### src/rtl/regfile_write_arbiter.sv
// regfile_write_arbiter
//   Shares the register file's single write port between three writeback
//   requesters (0: ALU, 1: RAM load, 2: I/O/stack) using round-robin
//   arbitration with a valid/ready handshake. Every grant becomes a
//   registered one-cycle write strobe. A "pair" request writes two adjacent
//   registers on consecutive cycles (low byte to addr, high byte to addr+1)
//   without another requester interleaving.
//
// Ports
//   clk        : clock, rising edge
//   rst        : asynchronous reset, active-low
//   req_valid  : per-requester pending write
//   req_pair   : per-requester two-byte pair write
//   req_addr   : 4 bits per requester
//   req_data   : 16 bits per requester ([7:0] low byte, [15:8] high byte)
//   req_ready  : one-hot combinational accept
//   w_enable   : register file write strobe (registered)
//   w_addr     : register file write address (registered)
//   w_data     : register file write data (registered)
//   busy       : high while the high byte of a pair is pending
//   err_addr   : sticky illegal-address flag
//   err_src    : requester that caused the most recent illegal address
//   err_clr    : clears err_addr / err_src (a same-cycle error wins)
module regfile_write_arbiter #(
  parameter int NUM_REGS = 11
) (
  input  logic        clk,
  input  logic        rst,
  input  logic [2:0]  req_valid,
  input  logic [2:0]  req_pair,
  input  logic [11:0] req_addr,
  input  logic [47:0] req_data,
  output logic [2:0]  req_ready,
  output logic        w_enable,
  output logic [3:0]  w_addr,
  output logic [7:0]  w_data,
  output logic        busy,
  output logic        err_addr,
  output logic [1:0]  err_src,
  input  logic        err_clr
);

  localparam int NUM_REQ = 3;

  // Address limits widened by one bit so NUM_REGS up to 16 compares cleanly.
  localparam logic [4:0] LIM_SINGLE = 5'(NUM_REGS);
  localparam logic [4:0] LIM_PAIR   = 5'(NUM_REGS - 1);

  typedef enum logic {IDLE = 1'b0, HI = 1'b1} state_t;

  state_t      state_q, state_d;
  logic [1:0]  ptr_q, ptr_d;
  logic        we_q, we_d;
  logic [3:0]  wa_q, wa_d;
  logic [7:0]  wd_q, wd_d;
  logic [3:0]  hi_addr_q, hi_addr_d;
  logic [7:0]  hi_data_q, hi_data_d;
  logic        err_q, err_d;
  logic [1:0]  src_q, src_d;

  logic        gnt_vld;
  logic [1:0]  gnt_idx;
  logic [3:0]  sel_addr;
  logic [15:0] sel_data;
  logic        sel_pair;
  logic        sel_legal;

  // (base + off) mod NUM_REQ for base, off in 0..2.
  function automatic logic [1:0] rr_idx(input logic [1:0] base, input logic [1:0] off);
    logic [2:0] s;
    s = {1'b0, base} + {1'b0, off};
    return (s >= 3'(NUM_REQ)) ? 2'(s - 3'(NUM_REQ)) : s[1:0];
  endfunction

  // Round-robin search starting at ptr. Iterating from the farthest
  // candidate down lets the nearest valid requester overwrite the result.
  // No grant while in reset so req_ready stays low during reset.
  always_comb begin
    gnt_vld = 1'b0;
    gnt_idx = 2'd0;
    if (state_q == IDLE && rst) begin
      for (int k = NUM_REQ - 1; k >= 0; k--) begin
        if (req_valid[rr_idx(ptr_q, 2'(k))]) begin
          gnt_vld = 1'b1;
          gnt_idx = rr_idx(ptr_q, 2'(k));
        end
      end
    end
  end

  assign sel_addr  = req_addr[{gnt_idx, 2'b00} +: 4];
  assign sel_data  = req_data[{gnt_idx, 4'b0000} +: 16];
  assign sel_pair  = req_pair[gnt_idx];
  // A pair needs addr+1 to exist as well; no wrap to register 0.
  assign sel_legal = sel_pair ? ({1'b0, sel_addr} < LIM_PAIR)
                              : ({1'b0, sel_addr} < LIM_SINGLE);

  always_comb begin
    req_ready = '0;
    if (gnt_vld) req_ready[gnt_idx] = 1'b1;
  end

  always_comb begin
    state_d   = state_q;
    ptr_d     = ptr_q;
    we_d      = 1'b0;
    wa_d      = wa_q;
    wd_d      = wd_q;
    hi_addr_d = hi_addr_q;
    hi_data_d = hi_data_q;
    err_d     = err_q;
    src_d     = src_q;

    if (err_clr) begin
      err_d = 1'b0;
      src_d = 2'd0;
    end

    case (state_q)
      IDLE: begin
        if (gnt_vld) begin
          ptr_d = rr_idx(gnt_idx, 2'd1);
          if (sel_legal) begin
            we_d = 1'b1;
            wa_d = sel_addr;
            wd_d = sel_data[7:0];
            if (sel_pair) begin
              // High byte captured now; the requester is free after accept.
              state_d   = HI;
              hi_addr_d = sel_addr + 4'd1;
              hi_data_d = sel_data[15:8];
            end
          end else begin
            // Error assignment follows the clear so a same-cycle error wins.
            err_d = 1'b1;
            src_d = gnt_idx;
          end
        end
      end
      HI: begin
        we_d    = 1'b1;
        wa_d    = hi_addr_q;
        wd_d    = hi_data_q;
        state_d = IDLE;
      end
      default: state_d = IDLE;
    endcase
  end

  always_ff @(posedge clk or negedge rst) begin
    if (!rst) begin
      state_q   <= IDLE;
      ptr_q     <= 2'd0;
      we_q      <= 1'b0;
      wa_q      <= 4'd0;
      wd_q      <= 8'd0;
      hi_addr_q <= 4'd0;
      hi_data_q <= 8'd0;
      err_q     <= 1'b0;
      src_q     <= 2'd0;
    end else begin
      state_q   <= state_d;
      ptr_q     <= ptr_d;
      we_q      <= we_d;
      wa_q      <= wa_d;
      wd_q      <= wd_d;
      hi_addr_q <= hi_addr_d;
      hi_data_q <= hi_data_d;
      err_q     <= err_d;
      src_q     <= src_d;
    end
  end

  assign w_enable = we_q;
  assign w_addr   = wa_q;
  assign w_data   = wd_q;
  assign busy     = (state_q == HI);
  assign err_addr = err_q;
  assign err_src  = src_q;

endmodule

### config.mk
export PLATFORM = sky130hd
export DESIGN_NAME = regfile_write_arbiter
export DESIGN_NICKNAME = d
export VERILOG_FILES = /design/src/rtl/regfile_write_arbiter.sv
export SDC_FILE = /design/constraint.sdc
export NUM_CORES = 1
export LEC_CHECK = 0
export BUFFER_PORTS_ARGS = -buffer_cell sky130_fd_sc_hd__buf_4
export CELL_PAD_IN_SITES_DETAIL_PLACEMENT = 0
export CELL_PAD_IN_SITES_GLOBAL_PLACEMENT = 2
export CORE_ASPECT_RATIO = 0.7
export CORE_MARGIN = 2
export CORE_UTILIZATION = 30
export CTS_CLUSTER_DIAMETER = 200
export DETAILED_ROUTE_END_ITERATION = 6
export GPL_ROUTABILITY_DRIVEN = 0
export PLACE_DENSITY = 0.9
export SETUP_SLACK_MARGIN = 0.1
export SYNTH_ARGS = -nofsm -noshare
export SYNTH_HDL_FRONTEND = slang
export SYNTH_SLANG_ARGS = --single-unit
### constraint.sdc
create_clock -name clk -period 5.2 [get_ports clk]
set_input_delay 1.3 -clock clk [delete_from_list [all_inputs] [get_ports clk]]
set_output_delay 1.3 -clock clk [all_outputs]
set_load 0.01 [all_outputs]
==> reports/qor_table.md, run 1 <==
| Step | Result | This run |
|---|---|---|
| final layout | Fill cell count | 705 |
| clock tree | Count of H-tree levels built during CTS | 2 |
| floorplan | Width of the die | 106.3 microns |
| sta | Worst Slack Setup Final | 0.9075 ns |
| sta | Setup-failing EPs final | 0 |
| worst hold path | Origin of the worst min-delay path | hi_addr_q[3] |
| setup path | Type of element launching the critical path | input pin |
| setup path | Slowest CP cell | sky130_fd_sc_hd__a31o_1 |
| final layout | Final Non-Filler Cells | 415 |
| place | Cell total after placement | 407 |
| clock tree | Clock tree from TritonCTS | yes |
| place | Number of buffer cells added on primary ports | 88 |
| setup path | CP dominant cell by count | sky130_fd_sc_hd__buf_4 |
| yosys | Yosys top cell area share | 0.3531 |
| sta | Setup TNS Final | 0 ns |
| yosys | Number of synthesized flops with an enable pin | 0 |
| yosys | Post-synth ARST share | 1.000 |
| pwr | Highest ir drop seen on vdd | 0.1855 mV |
| clock tree | Buffer type at the clock tree root | sky130_fd_sc_hd__clkbuf_8 |
| floorplan | Std-Cell Rows | 26 |
| detailed routing | Vias | 2011 |
| status | Result of the run | finished, final reports clean |
| yosys | Top cells by area in the synthesized netlist | sky130_fd_sc_hd__dfrtp_1 (35%), sky130_fd_sc_hd__mux2i_1 (10%), sky130_fd_sc_hd__nor2_1 (5.0%) |
| detailed routing | Post-route antenna net violation count | 0 |
| place | Half-perimeter wire length of the detailed placement result | 4581 microns |
| floorplan | Starting utilization of the core area | 0.3056 |
| place | Post-placement worst setup slack | 0.8522 ns |
| final layout | Combined area of the multi-input logic cells | 1297 sq um |
| global route | Global-route usage over all layers | 0.1497 |
| final layout | Area growth from synthesis to layout | 37.30% |
| final layout | Number of diodes added for antenna fixing | 0 |
| final layout | Area of all sequential standard cells | 775.7 sq um |
| sta | Final count of hold timing violations | 0 |
| global route | Overall overflow remaining after global route | 0 |
| setup path | Data arrival time of the critical path | 2.99 ns |
| setup path | Number of buffers and inverters on the critical path | 3 |
| setup path | Critical Path Sink Type | output port |
| sta | Number of slew-limit violations in the final report | 0 |
| clock tree | Later-pin clock latency in the skew report | 0.28 ns |
| final layout | Nets@finish | 390 |
| yosys | Number of storage elements in the synthesis netlist | 31 |
| detailed routing | DR DRC count | 0 |
| floorplan | Count of pins on the block boundary | 89 |
| final layout | Layout Utilization | 0.4196 |
| global route | Pin count of the biggest net entering global routing | 32 |
| yosys | Largest area contributor in the synthesized netlist | sky130_fd_sc_hd__dfrtp_1 |
| detailed routing | DRT iter0 DRCs | 80 |
| clock tree | # Post-CTS Setup Buffers | 0 |
| sta | Timing-limited maximum frequency | 233.0 MHz |
| setup path | Max Fanout on Critical Path | 9 |
| yosys | Combined area of all synthesized cells | 2197 sq um |
| detailed routing | Mean number of vias per cell | 4.846 |
| global route | Antenna violations before repair | 0 |
| detailed routing | Average wire per standard cell | 14.08 microns |
| sta | Fraction of the cycle the final worst path needs | 0.8255 |
| clock tree | Inserted Clock Buffers | 5 |
| detailed routing | Router iterations before antenna repair | 4 |
| setup path | Required @ worst endpoint | 3.90 ns |
| pwr | Areal power density over the cells | 624.6 nW/um^2 |
| yosys | Most common flop cell mapped by yosys | sky130_fd_sc_hd__dfrtp_1 |
| clock tree | Largest buffer count on any clock path | 2 |
| global route | Number of global-route vias before repair | 1867 |
| global route | First-pass GRT wire length | 9294 microns |
| clock tree | Clock transition time at the flip-flop clock pins of the worst setup and hold paths | 0.06 ns |
| setup path | Delay-heaviest family, CP | compound AO/OA/AOI/OAI gates |
| yosys | Count of synthesis-stage warnings from yosys | 0 |
| sta | Unrepaired setup endpoints after global routing | false |
| setup path | Largest incremental delay on the critical path | 0.47 ns |
| clock tree | Hold Buf Count CTS | 0 |
| floorplan | Full die area | 8035 sq um |
| detailed routing | Total detailed-routing wirelength | 5845 microns |
| final layout | Commonest cells after routing, fill and taps aside | sky130_fd_sc_hd__buf_4 (93), sky130_fd_sc_hd__dfrtp_1 (31), sky130_fd_sc_hd__nor2_1 (28) |
| clock tree | Sink count of the clock tree | 31 |
| sta | Slew Limit Headroom | 0.5406 |
| floorplan | Placeable core region | 7189 sq um |
| setup path | Worst setup path startpoint | rst |
| sta | Post-layout min period | 4.293 ns |
| clock tree | Number of gates given a new drive strength after cts | 0 |
| yosys | Mean cell area of the mapped netlist | 9.594 sq um |
| pwr | Static power due to leakage | 1.421 nW |
| sta | Slew at the pin with the worst max-slew slack | 0.6891 ns |
| job | Max-capacitance violation count | 0 |
| yosys | Distinct cell type count of the synthesized netlist | 53 |
| final layout | Most frequent standard cell in the layout excluding fill and tap cells | sky130_fd_sc_hd__buf_4 |
| floorplan | Vertical extent of the die | 75.60 microns |
| pwr | Tot Pwr | 0.001884 W |
| worst hold path | Class of the tightest hold or removal check | flip-flop to flip-flop |
| setup path | Series of cell instances along the critical path | buf_4, nor2b_2, a21boi_1, a31o_1, inv_2, ha_1, and2_1, buf_4 |
| final layout | Layout cell share with drive strength beyond 1 | 0.3943 |
| setup path | Origin of the critical flop-to-flop path | ptr_q[0] |
| sta | Setup clock skew after layout | 0.005873 ns |
| setup path | Crit Path Category | input pin to output port |
| yosys | Post-synthesis cell count | 229 |
| yosys | Portion of the post-synthesis area used by sequential elements | 0.3531 |
| yosys | Syn Nets | 303 |
[logic make-up after synthesis]
family | after synthesis | share of synthesized area
xor gates and xnor gates | 1 | 0.003987
adders and majority gates | 5 | 0.02847
AOI/OAI and AO/OA | 66 | 0.2346
buffers and inverters | 23 | 0.05751
DFF | 31 | 0.3531
and+or+nand+nor | 69 | 0.1595
muxes | 34 | 0.1629
[report_power, final]
group          leakage, nW  total [W]  switching, W  internal [W]
logic                0.999    0.00125      0.000678      0.000576
clock network       0.0412   0.000179     0.0000861     0.0000933
registers            0.381   0.000451     0.0000871      0.000364
[synthesized netlist by cell type (all sizes together) (2+ instances only)]
cell type,count
mux2i,23
mux2,11
and3,10
dfrtp,31
nor2,29
a31oi,4
and2,2
nand2b,2
o31ai,2
o22ai,3
nor2b,7
nand2,11
o21ai,13
nor3,3
o21a,3
a21oi,20
nand3,2
clkbuf,2
buf,11
ha,5
a221o,9
inv,10
[through the flow]
| stage | hold WS (ns) | area, sq um |
|---|---|---|
| finish | 0.5027 | 3017 |
| global route | 0.5317 | 3017 |
| CTS | 0.5021 | 3017 |
| detailed placement | 0.4876 | 2932 |
| global placement | 0.4865 | 2932 |
| floorplan | 0.4651 | 2197 |
[path summary, 6_finish.rpt]
path                                      to  depth (start not counted)  slack (ns)
worst max-delay path            req_ready[2]                          8        0.91
worst min-delay path               w_addr[3]                          2        0.50
worst max register to register    err_src[1]                         14        1.46
worst min register to register     w_addr[3]                          2        0.50
max in group asynchronous       hi_addr_q[0]                          2        3.89
min in group asynchronous       hi_addr_q[2]                          2        1.03
[metal layers]
metal  routed length [microns]  track usage  part of all wire
met1                      2875       0.2084              0.49
met2                      2532       0.2265              0.43
met3                       437      0.05560             0.075
met4                         0      0.02632                 0
met5                         0            0                 0
[flip-flops by register name (all words and copies together) (netlist names)]
signal     flops
err_addr       1
ptr_q          2
w_enable       1
hi_data_q      8
busy           1
err_src        2
w_addr         4
hi_addr_q      4
w_data         8
[worst register-to-register path, delay by kind of cell, from the launching register on]
| family | cells | cell delay, ns |
|---|---|---|
| adders and majority gates | 2 | 0.66 |
| muxes | 2 | 0.51 |
| and+or+nand+nor | 2 | 0.29 |
| buffers and inverters | 2 | 0.26 |
| DFF | 1 | 0.35 |
| AOI/OAI and AO/OA | 6 | 1.54 |
[layout make-up]
cell class	instances	area share
clock buffers	6	0.02406
clock inverters	2	0.004148
inverters	10	0.01244
multi-input cells	175	0.4301
flip-flops and latches	31	0.2572
well taps	98	0.04065
repair buffers	93	0.2314
Note: power is estimated with default switching activity, not from simulation.
==> run 2, diff against run 1 <==
--- a/config.mk
+++ b/config.mk
@@ -10,11 +10,11 @@
 export CELL_PAD_IN_SITES_GLOBAL_PLACEMENT = 2
 export CORE_ASPECT_RATIO = 0.7
 export CORE_MARGIN = 2
-export CORE_UTILIZATION = 30
+export CORE_UTILIZATION = 25
 export CTS_CLUSTER_DIAMETER = 200
 export DETAILED_ROUTE_END_ITERATION = 6
 export GPL_ROUTABILITY_DRIVEN = 0
-export PLACE_DENSITY = 0.9
+export PLACE_DENSITY = 0.8
 export SETUP_SLACK_MARGIN = 0.1
 export SYNTH_ARGS = -nofsm -noshare
 export SYNTH_HDL_FRONTEND = slang
==> constraint.sdc (replaced) <==
create_clock -name clk -period 3.65 [get_ports clk]
set_input_delay 0.9125 -clock clk [delete_from_list [all_inputs] [get_ports clk]]
set_output_delay 0.9125 -clock clk [all_outputs]
set_load 0.01 [all_outputs]
==> run 2 against run 1 <==
Via count increased by 2.6%. Die area is 19% higher. Worst hold slack better by 0.0045 ns. Clock skew about the same. Clock power grew to 2.6 times the previous value. First-iteration DRC count up 80%. Routed wire length up 10%. Combinational power rose by 62%. Sequential power is 38% higher. Power increased by 65%. Flip-flop and latch count is the same. Final area is 8.0% higher.
==> reports/qor_table.md, run 2 (same netlist as run 1, synthesis figures left out) <==
| Step | Result | This run | Delta |
|---|---|---|---|
| sta | Setup TNS Final | 0 ns | unchanged |
| worst hold path | Class of the tightest hold or removal check | flip-flop to flip-flop | unchanged |
| floorplan | Full die area | 9567 sq um | was 8035 sq um |
| final layout | Fill cell count | 880 | was 705 |
| clock tree | Later-pin clock latency in the skew report | 0.28 ns | about the same |
| final layout | Combined area of the multi-input logic cells | 1333 sq um | was 1297 sq um |
| clock tree | Sink count of the clock tree | 31 | unchanged |
| setup path | Number of buffers and inverters on the critical path | 4 | was 3 |
| setup path | CP dominant cell by count | sky130_fd_sc_hd__buf_4 | unchanged |
| worst hold path | Count of cells along the worst hold path | 1 | was 2 |
| final layout | Layout cell share with drive strength beyond 1 | 0.4404 | was 0.3943 |
| clock tree | Clock transition time at the flip-flop clock pins of the worst setup and hold paths | 0.05 ns | was 0.06 ns |
| floorplan | Count of pins on the block boundary | 89 | unchanged |
| status | Result of the run | finished, final reports clean | unchanged |
| detailed routing | DRT iter0 DRCs | 144 | was 80 |
| pwr | Static power due to leakage | 1.516 nW | was 1.421 nW |
| setup path | Required @ worst endpoint | 2.74 ns | was 3.90 ns |
| detailed routing | Highest metal layer used by the detailed router | met4 | was met3 |
| sta | Slew at the pin with the worst max-slew slack | 0.5599 ns | was 0.6891 ns |
| final layout | Commonest cells after routing, fill and taps aside | sky130_fd_sc_hd__buf_4 (101), sky130_fd_sc_hd__dfrtp_1 (31), sky130_fd_sc_hd__nor2_1 (28) | was sky130_fd_sc_hd__buf_4 (93), sky130_fd_sc_hd__dfrtp_1 (31), sky130_fd_sc_hd__nor2_1 (28) |
| setup path | Number of cells on the worst reg-to-reg path | 14 | unchanged |
| sta | Unrepaired setup endpoints after global routing | false | unchanged |
| setup path | CP Depth | 9 | was 8 |
| global route | Number of global-route vias before repair | 2086 | was 1867 |
| detailed routing | Met3 WL | 488 microns | was 437 microns |
| global route | Overall overflow remaining after global route | 0 | unchanged |
| setup path | Slowest CP cell | sky130_fd_sc_hd__a31o_1 | unchanged |
| detailed routing | Detailed route wirelength on metal2 | 2858 microns | was 2532 microns |
| sta | Slew Limit Headroom | 0.6254 | was 0.5406 |
| final layout | Layout Utilization | 0.3843 | was 0.4196 |
| sta | Final count of hold timing violations | 0 | unchanged |
| setup path | Type of element launching the critical path | input pin | unchanged |
| sta | Fraction of the cycle the final worst path needs | 0.9216 |  |
| clock tree | Clock tree from TritonCTS | yes | unchanged |
| floorplan | Starting utilization of the core area | 0.2591 | was 0.3056 |
| sta | Setup-failing EPs final | 0 | unchanged |
| sta | Timing-limited maximum frequency | 297.3 MHz |  |
| sta | Number of slew-limit violations in the final report | 0 | unchanged |
| global route | Pin count of the biggest net entering global routing | 33 | was 32 |
| global route | Antenna violations before repair | 0 | unchanged |
| clock tree | Count of H-tree levels built during CTS | 2 | unchanged |
| detailed routing | M1 wire length | 3088 microns | was 2875 microns |
| setup path | Max Fanout on Critical Path | 32 | was 9 |
| setup path | Crit Path Category | input pin to output port | unchanged |
| detailed routing | DR DRC count | 0 | unchanged |
| global route | Global-route usage over all layers | 0.1404 | was 0.1497 |
| clock tree | Buffer type at the clock tree root | sky130_fd_sc_hd__clkbuf_16 | was sky130_fd_sc_hd__clkbuf_8 |
| final layout | Area of all sequential standard cells | 775.7 sq um | unchanged |
| final layout | Area growth from synthesis to layout | 48.29% | was 37.30% |
| final layout | Number of diodes added for antenna fixing | 0 | unchanged |
| detailed routing | Post-route antenna net violation count | 0 | unchanged |
| job | Max-capacitance violation count | 0 | unchanged |
| floorplan | Placeable core region | 8478 sq um | was 7189 sq um |
| place | Half-perimeter wire length of the detailed placement result | 4990 microns | was 4581 microns |
| setup path | Reg-to-reg setup timing slack | 0.40 ns | was 1.46 ns |
| detailed routing | Router iterations before antenna repair | 4 | unchanged |
| place | Number of buffer cells added on primary ports | 88 | unchanged |
| pwr | Areal power density over the cells | 956.2 nW/um^2 | was 624.6 nW/um^2 |
| detailed routing | Average wire per standard cell | 14.44 microns | was 14.08 microns |
| setup path | Delay-heaviest family, CP | buffers and inverters | was compound AO/OA/AOI/OAI gates |
| setup path | Series of cell instances along the critical path | buf_4, nor2b_2, a21boi_1, a31o_1, inv_2, buf_12, ha_1, and2_1, buf_4 | was buf_4, nor2b_2, a21boi_1, a31o_1, inv_2, ha_1, and2_1, buf_4 |
| setup path | Critical Path Sink Type | output port | unchanged |
| final layout | Nets@finish | 400 | was 390 |
| setup path | Data arrival time of the critical path | 2.45 ns | was 2.99 ns |
| floorplan | Width of the die | 116.1 microns | was 106.3 microns |
| floorplan | Vertical extent of the die | 82.44 microns | was 75.60 microns |
| final layout | Most frequent standard cell in the layout excluding fill and tap cells | sky130_fd_sc_hd__buf_4 | unchanged |
| clock tree | Inserted Clock Buffers | 5 | unchanged |
| clock tree | Largest buffer count on any clock path | 2 | unchanged |
| sta | Setup clock skew after layout | 0.005481 ns | was 0.005873 ns |
| detailed routing | Total detailed-routing wirelength | 6456 microns | was 5845 microns |
| sta | Post-layout min period | 3.364 ns |  |
| global route | First-pass GRT wire length | 10290 microns | was 9294 microns |
| detailed routing | Vias | 2063 | was 2011 |
| pwr | Highest ir drop seen on vdd | 0.3061 mV | was 0.1855 mV |
| setup path | Largest incremental delay on the critical path | 0.29 ns | was 0.47 ns |
| detailed routing | Mean number of vias per cell | 4.615 | was 4.846 |
| floorplan | Std-Cell Rows | 28 | was 26 |
==> run 2: cell count changes in the layout (fill, tap and decap cells not counted), moves of 2 or more <==
cell / change
sky130_fd_sc_hd__clkbuf_16: +5
sky130_fd_sc_hd__ha_2: +2
sky130_fd_sc_hd__clkbuf_8: -5
sky130_fd_sc_hd__buf_4: +8
sky130_fd_sc_hd__ha_1: -3
==> run 2: what timing repair did <==
item,in CTS,in global routing
endpoints found under the setup margin,0,12
hold buffers,0,0
gates resized for setup,0,15
buffers inserted,0,1
==> run 2: where the power goes <==
part,switching [W],internal [W],total [W]
clock network,0.000149,0.000321,0.000470
logic,0.00105,0.000976,0.00202
registers,0.000101,0.000520,0.000622
total,0.00130,0.00182,0.00312
==> run 2: metal layers <==
layer | up-vias | GRT usage
met3 | 4 | 0.04891
met4 | 0 | 0.02381
li1 | 1031 | -
met5 | - | 0
met1 | 953 | 0.1885
met2 | 75 | 0.2228
==> run 2: per-stage QoR <==
stage	cell area, sq um	setup slack (ns)	power (W)	hold WS, ns	std cells
4_1_cts	3196	0.1201	0.003044	0.5096	446
2_1_floorplan	2197	0.1203	0.001966	0.4651	229
3_3_place_gp	3027	0.1169	0.002556	0.4920	438
6_report	3258	0.2862	0.003116	0.5072	447
3_5_place_dp	3027	0.1258	0.002562	0.4975	438
5_1_grt	3258	0.1150	0.003381	0.5282	447
==> run 2: worst register-to-register path, delay by kind of cell (launching register included) <==
kind,cells,cell delay [ns]
buffers and inverters,2,0.25
muxes,1,0.33
AOI/OAI and AO/OA,7,1.27
DFF,1,0.42
and+or+nand+nor,2,0.35
adders and majority gates,2,0.50
==> run 2: path summary, 6_finish.rpt <==
kind | from | end
setup / recovery | rst | req_ready[2]
hold / removal | hi_addr_q[1] | hi_addr_q[1]
setup reg to reg | ptr_q[1] | err_src[1]
hold reg to reg | hi_addr_q[1] | hi_addr_q[1]
max in group asynchronous | rst | busy
min in group asynchronous | rst | hi_addr_q[2]
==> run 2: area by class of cell <==
type	instances	share of cell area
clock buffers	5	0.03840
clock inverters	3	0.01344
inverters	10	0.01152
multi-input cells	175	0.4090
flip-flops and latches	31	0.2381
well taps	120	0.04608
repair buffers	103	0.2435
==> run 3, diff against run 2 <==
--- a/config.mk
+++ b/config.mk
@@ -5,17 +5,20 @@
 export SDC_FILE = /design/constraint.sdc
 export NUM_CORES = 1
 export LEC_CHECK = 0
+export ABC_AREA = 1
 export BUFFER_PORTS_ARGS = -buffer_cell sky130_fd_sc_hd__buf_4
 export CELL_PAD_IN_SITES_DETAIL_PLACEMENT = 0
 export CELL_PAD_IN_SITES_GLOBAL_PLACEMENT = 2
 export CORE_ASPECT_RATIO = 0.7
 export CORE_MARGIN = 2
-export CORE_UTILIZATION = 25
+export CORE_UTILIZATION = 23
 export CTS_CLUSTER_DIAMETER = 200
 export DETAILED_ROUTE_END_ITERATION = 6
 export GPL_ROUTABILITY_DRIVEN = 0
-export PLACE_DENSITY = 0.8
+export HOLD_SLACK_MARGIN = 0.02
+export PLACE_DENSITY = 0.82
 export SETUP_SLACK_MARGIN = 0.1
+export SKIP_LAST_GASP = 1
 export SYNTH_ARGS = -nofsm -noshare
 export SYNTH_HDL_FRONTEND = slang
 export SYNTH_SLANG_ARGS = --single-unit
==> run 3 against run 2 <==
Final cell count up 24%. Via count increased by 17%. Power down 7.3%. Final area is 1.7% lower. Routed wire length rose by 12%. Clock-buffer cell count grew 1. Flip-flop and latch count stayed put. First-iteration DRC count increased by 4.2%. Critical path depth up 4. Core utilization shrank 5.2 points. Largest power group unchanged.
==> reports/qor_table.md, run 3 <==
| Step | Result | This run | Delta |
|---|---|---|---|
| pwr | Internal portion of total power | 0.001460 W | was 0.001817 W |
| sta | Final count of hold timing violations | 0 | unchanged |
| detailed routing | Vias | 2421 | was 2063 |
| global route | First-pass GRT wire length | 11650 microns | was 10290 microns |
| global route | Overall overflow remaining after global route | 0 | unchanged |
| pwr | Relative contribution of the clock network to total power | 0.141 | was 0.151 |
| yosys | Top cells by area in the synthesized netlist | sky130_fd_sc_hd__dfrtp_1 (34%), sky130_fd_sc_hd__nand2_1 (21%), sky130_fd_sc_hd__nand3_1 (11%) | was sky130_fd_sc_hd__dfrtp_1 (35%), sky130_fd_sc_hd__mux2i_1 (10%), sky130_fd_sc_hd__nor2_1 (5.0%) |
| setup path | Crit Path Category | flip-flop to output port | was input pin to output port |
| floorplan | Full die area | 10730 sq um | was 9567 sq um |
| yosys | Yosys top cell area share | 0.3407 | was 0.3531 |
| final layout | Number of diodes added for antenna fixing | 0 | unchanged |
| floorplan | Placeable core region | 9647 sq um | was 8478 sq um |
| pwr | Switching power as a share of total power | 0.4943 | was 0.4167 |
| sta | Fraction of the cycle the final worst path needs | 0.8835 | was 0.9216 |
| setup path | Critical Path Sink Type | output port | unchanged |
| pwr | Comb power frac | 0.647 | was 0.650 |
| setup path | Type of element launching the critical path | flip-flop | was input pin |
| yosys | Distinct cell type count of the synthesized netlist | 33 | was 53 |
| place | Post-place instance area | 3060 sq um | was 3027 sq um |
| clock tree | Buffer type at the clock tree root | sky130_fd_sc_hd__clkbuf_16 | unchanged |
| detailed routing | Router iterations before antenna repair | 4 | unchanged |
| detailed routing | DR DRC count | 0 | unchanged |
| global route | Global-route usage over all layers | 0.1408 | was 0.1404 |
| pwr | Areal power density over the cells | 901.1 nW/um^2 | was 956.2 nW/um^2 |
| final layout | Fill cell count | 1047 | was 880 |
| yosys | Number of synthesized flops with an enable pin | 0 | unchanged |
| floorplan | Count of pins on the block boundary | 89 | unchanged |
| yosys | Top post-synthesis cells by count | sky130_fd_sc_hd__nand2_1 (125), sky130_fd_sc_hd__nand3_1 (51), sky130_fd_sc_hd__dfrtp_1 (31), sky130_fd_sc_hd__nor2_1 (31), sky130_fd_sc_hd__inv_1 (19) | was sky130_fd_sc_hd__dfrtp_1 (31), sky130_fd_sc_hd__nor2_1 (29), sky130_fd_sc_hd__mux2i_1 (23) |
| floorplan | Std-Cell Rows | 30 | was 28 |
| final layout | Layout Utilization | 0.3322 | was 0.3843 |
| clock tree | Hold Buf Count CTS | 0 | unchanged |
| yosys | Mean cell area of the mapped netlist | 6.698 sq um | was 9.594 sq um |
| floorplan | Width of the die | 122.9 microns | was 116.1 microns |
| final layout | Combined area of the multi-input logic cells | 1328 sq um | was 1333 sq um |
| yosys | Largest area contributor in the synthesized netlist | sky130_fd_sc_hd__dfrtp_1 | unchanged |
| clock tree | Number of gates given a new drive strength after cts | 0 | unchanged |
| final layout | Most frequent standard cell in the layout excluding fill and tap cells | sky130_fd_sc_hd__nand2_1 | was sky130_fd_sc_hd__buf_4 |
| setup path | Data arrival time of the critical path | 2.31 ns | was 2.45 ns |
| detailed routing | Average wire per standard cell | 13.04 microns | was 14.44 microns |
| yosys | Post-synthesis cell count | 340 | was 229 |
| yosys | Portion of the post-synthesis area used by sequential elements | 0.3407 | was 0.3531 |
| detailed routing | Total detailed-routing wirelength | 7226 microns | was 6456 microns |
| sta | Setup TNS Final | 0 ns | unchanged |
| setup path | Required @ worst endpoint | 2.74 ns | about the same |
| final layout | Area of all sequential standard cells | 775.7 sq um | unchanged |
| clock tree | Later-pin clock latency in the skew report | 0.27 ns | was 0.28 ns |
| clock tree | # Post-CTS Setup Buffers | 0 | unchanged |
| final layout | Layout cell share with drive strength beyond 1 | 0.2958 | was 0.4404 |
| clock tree | Sink count of the clock tree | 31 | unchanged |
| clock tree | Clock transition time at the flip-flop clock pins of the worst setup and hold paths | 0.05 ns | about the same |
| yosys | Syn Nets | 414 | was 303 |
| detailed routing | Mean number of vias per cell | 4.370 | was 4.615 |
| detailed routing | DRT iter0 DRCs | 150 | was 144 |
| sta | Post-layout min period | 3.225 ns | was 3.364 ns |
| floorplan | Starting utilization of the core area | 0.2361 | was 0.2591 |
| sta | Number of slew-limit violations in the final report | 0 | unchanged |
| sta | Timing-limited maximum frequency | 310.1 MHz | was 297.3 MHz |
| global route | Number of global-route vias before repair | 2332 | was 2086 |
| clock tree | Largest buffer count on any clock path | 2 | unchanged |
| sta | Setup clock skew after layout | 0.001658 ns | was 0.005481 ns |
| floorplan | Vertical extent of the die | 87.25 microns | was 82.44 microns |
| global route | Pin count of the biggest net entering global routing | 32 | was 33 |
| final layout | Area growth from synthesis to layout | 40.71% | was 48.29% |
| yosys | Number of storage elements in the synthesis netlist | 31 | unchanged |
| job | Max-capacitance violation count | 0 | unchanged |
| final layout | Cell area after layout | 3204 sq um | was 3258 sq um |
| detailed routing | Post-route antenna net violation count | 0 | unchanged |
| pwr | Static power due to leakage | 1.718 nW | was 1.516 nW |
| pwr | Highest ir drop seen on vdd | 0.2095 mV | was 0.3061 mV |
| sta | Setup-failing EPs final | 0 | unchanged |
| worst hold path | Class of the tightest hold or removal check | flip-flop to flip-flop | unchanged |
| place | Half-perimeter wire length of the detailed placement result | 5657 microns | was 4990 microns |
| yosys | Most common flop cell mapped by yosys | sky130_fd_sc_hd__dfrtp_1 | unchanged |
| sta | Unrepaired setup endpoints after global routing | false | unchanged |
| place | Number of buffer cells added on primary ports | 88 | unchanged |
| global route | Antenna violations before repair | 0 | unchanged |
| yosys | Post-synth ARST share | 1.000 | unchanged |
| yosys | Count of synthesis-stage warnings from yosys | 0 | unchanged |
| yosys | Most frequently used cell type in the post-synthesis netlist | sky130_fd_sc_hd__nand2_1 | was sky130_fd_sc_hd__dfrtp_1 |
| sta | Slew Limit Headroom | 0.4644 | was 0.6254 |
| yosys | Combined area of all synthesized cells | 2277 sq um | was 2197 sq um |
| setup path | Max Fanout on Critical Path | 18 | was 32 |
| final layout | Nets@finish | 500 | was 400 |
| clock tree | Clock tree from TritonCTS | yes | unchanged |
| status | Result of the run | finished, final reports clean | unchanged |
| pwr | Net load switching power | 0.001427 W | was 0.001298 W |
| sta | Slew at the pin with the worst max-slew slack | 0.8025 ns | was 0.5599 ns |
| pwr | Seq pwr share | 0.212 | was 0.200 |
| clock tree | Count of H-tree levels built during CTS | 2 | unchanged |
| clock tree | Inserted Clock Buffers | 5 | unchanged |
| final layout | Commonest cells after routing, fill and taps aside | sky130_fd_sc_hd__nand2_1 (125), sky130_fd_sc_hd__buf_4 (94), sky130_fd_sc_hd__nand3_1 (51) | was sky130_fd_sc_hd__buf_4 (101), sky130_fd_sc_hd__dfrtp_1 (31), sky130_fd_sc_hd__nor2_1 (28) |
-- run 3: cell types whose count changed after synthesis, sizes merged, moves of 9 or more --
cell and delta:
and3 -10, a21oi -9, nand3 +52, mux2 -11, inv +13, mux2i -23, nand2 +122, a221o -9
-- run 3: path summary, 6_finish.rpt --
path	startpoint	end	slack [ns]	cells past startpoint
setup / recovery	ptr_q[0]	req_ready[2]	0.43	13
setup reg to reg	ptr_q[0]	w_addr[1]	0.52	18
hold / removal	hi_data_q[1]	hi_data_q[1]	0.48	2
hold reg to reg	hi_data_q[1]	hi_data_q[1]	0.48	2
min in group asynchronous	rst	hi_addr_q[2]	0.67	2
max in group asynchronous	rst	w_data[0]	2.68	2
-- run 3: critical path, cell delays in order (launching register included) --
cell	delay, ns
sky130_fd_sc_hd__dfrtp_1	0.34
sky130_fd_sc_hd__inv_1	0.07
sky130_fd_sc_hd__ha_1	0.36
sky130_fd_sc_hd__inv_2	0.12
sky130_fd_sc_hd__nand2_1	0.07
sky130_fd_sc_hd__nand3_1	0.09
sky130_fd_sc_hd__nand3_1	0.10
sky130_fd_sc_hd__nand3_2	0.11
sky130_fd_sc_hd__nand2_2	0.10
sky130_fd_sc_hd__nand2_4	0.18
sky130_fd_sc_hd__ha_1	0.18
sky130_fd_sc_hd__inv_1	0.04
sky130_fd_sc_hd__nor2_1	0.13
sky130_fd_sc_hd__buf_4	0.14
-- run 3: cell type report --
| cell class | count | area share |
|---|---|---|
| Sequential cell | 31 | 0.2421 |
| Timing Repair Buffer | 94 | 0.2202 |
| Tap cell | 128 | 0.04998 |
| Clock buffer | 6 | 0.04334 |
| Inverter | 24 | 0.02850 |
| Clock inverter | 1 | 0.001562 |
| Multi-Input combinational cell | 270 | 0.4143 |
-- run 3: layer usage --
metal	vias up	part of all wire	global-route usage
li1	1275	-	-
met4	0	0.0061	0.02821
met1	1082	0.52	0.2107
met2	58	0.41	0.2039
met5	-	0	0
met3	6	0.059	0.03403
-- run 3: logic make-up after synthesis --
| family | synth area share |
|---|---|
| flops | 0.3407 |
| compound gates | 0.09835 |
| fa+ha+maj | 0.02747 |
| buf+inv | 0.07802 |
| xor+xnor | 0.003847 |
| simple gates | 0.4516 |
-- run 3: power groups by stage --
stage	sequential (W)	clock [W]	combinational, W
floorplan	0.000635	0	0.00131
global placement	0.000618	0	0.00188
detailed placement	0.000614	0	0.00188
CTS	0.000613	0.000419	0.00188
global route	0.000635	0.000437	0.00212
finish	0.000612	0.000407	0.00187
-- run 3: stage by stage --
step	total power, W	cells	setup slack [ns]	hold WS [ns]
after floorplan	0.001947	340	0.5358	0.4492
after global placement	0.002495	547	0.4417	0.4649
after detailed placement	0.002495	547	0.3496	0.4664
after CTS	0.002916	554	0.4236	0.4815
after global routing	0.003191	554	0.1714	0.5072
final	0.002887	554	0.4253	0.4798
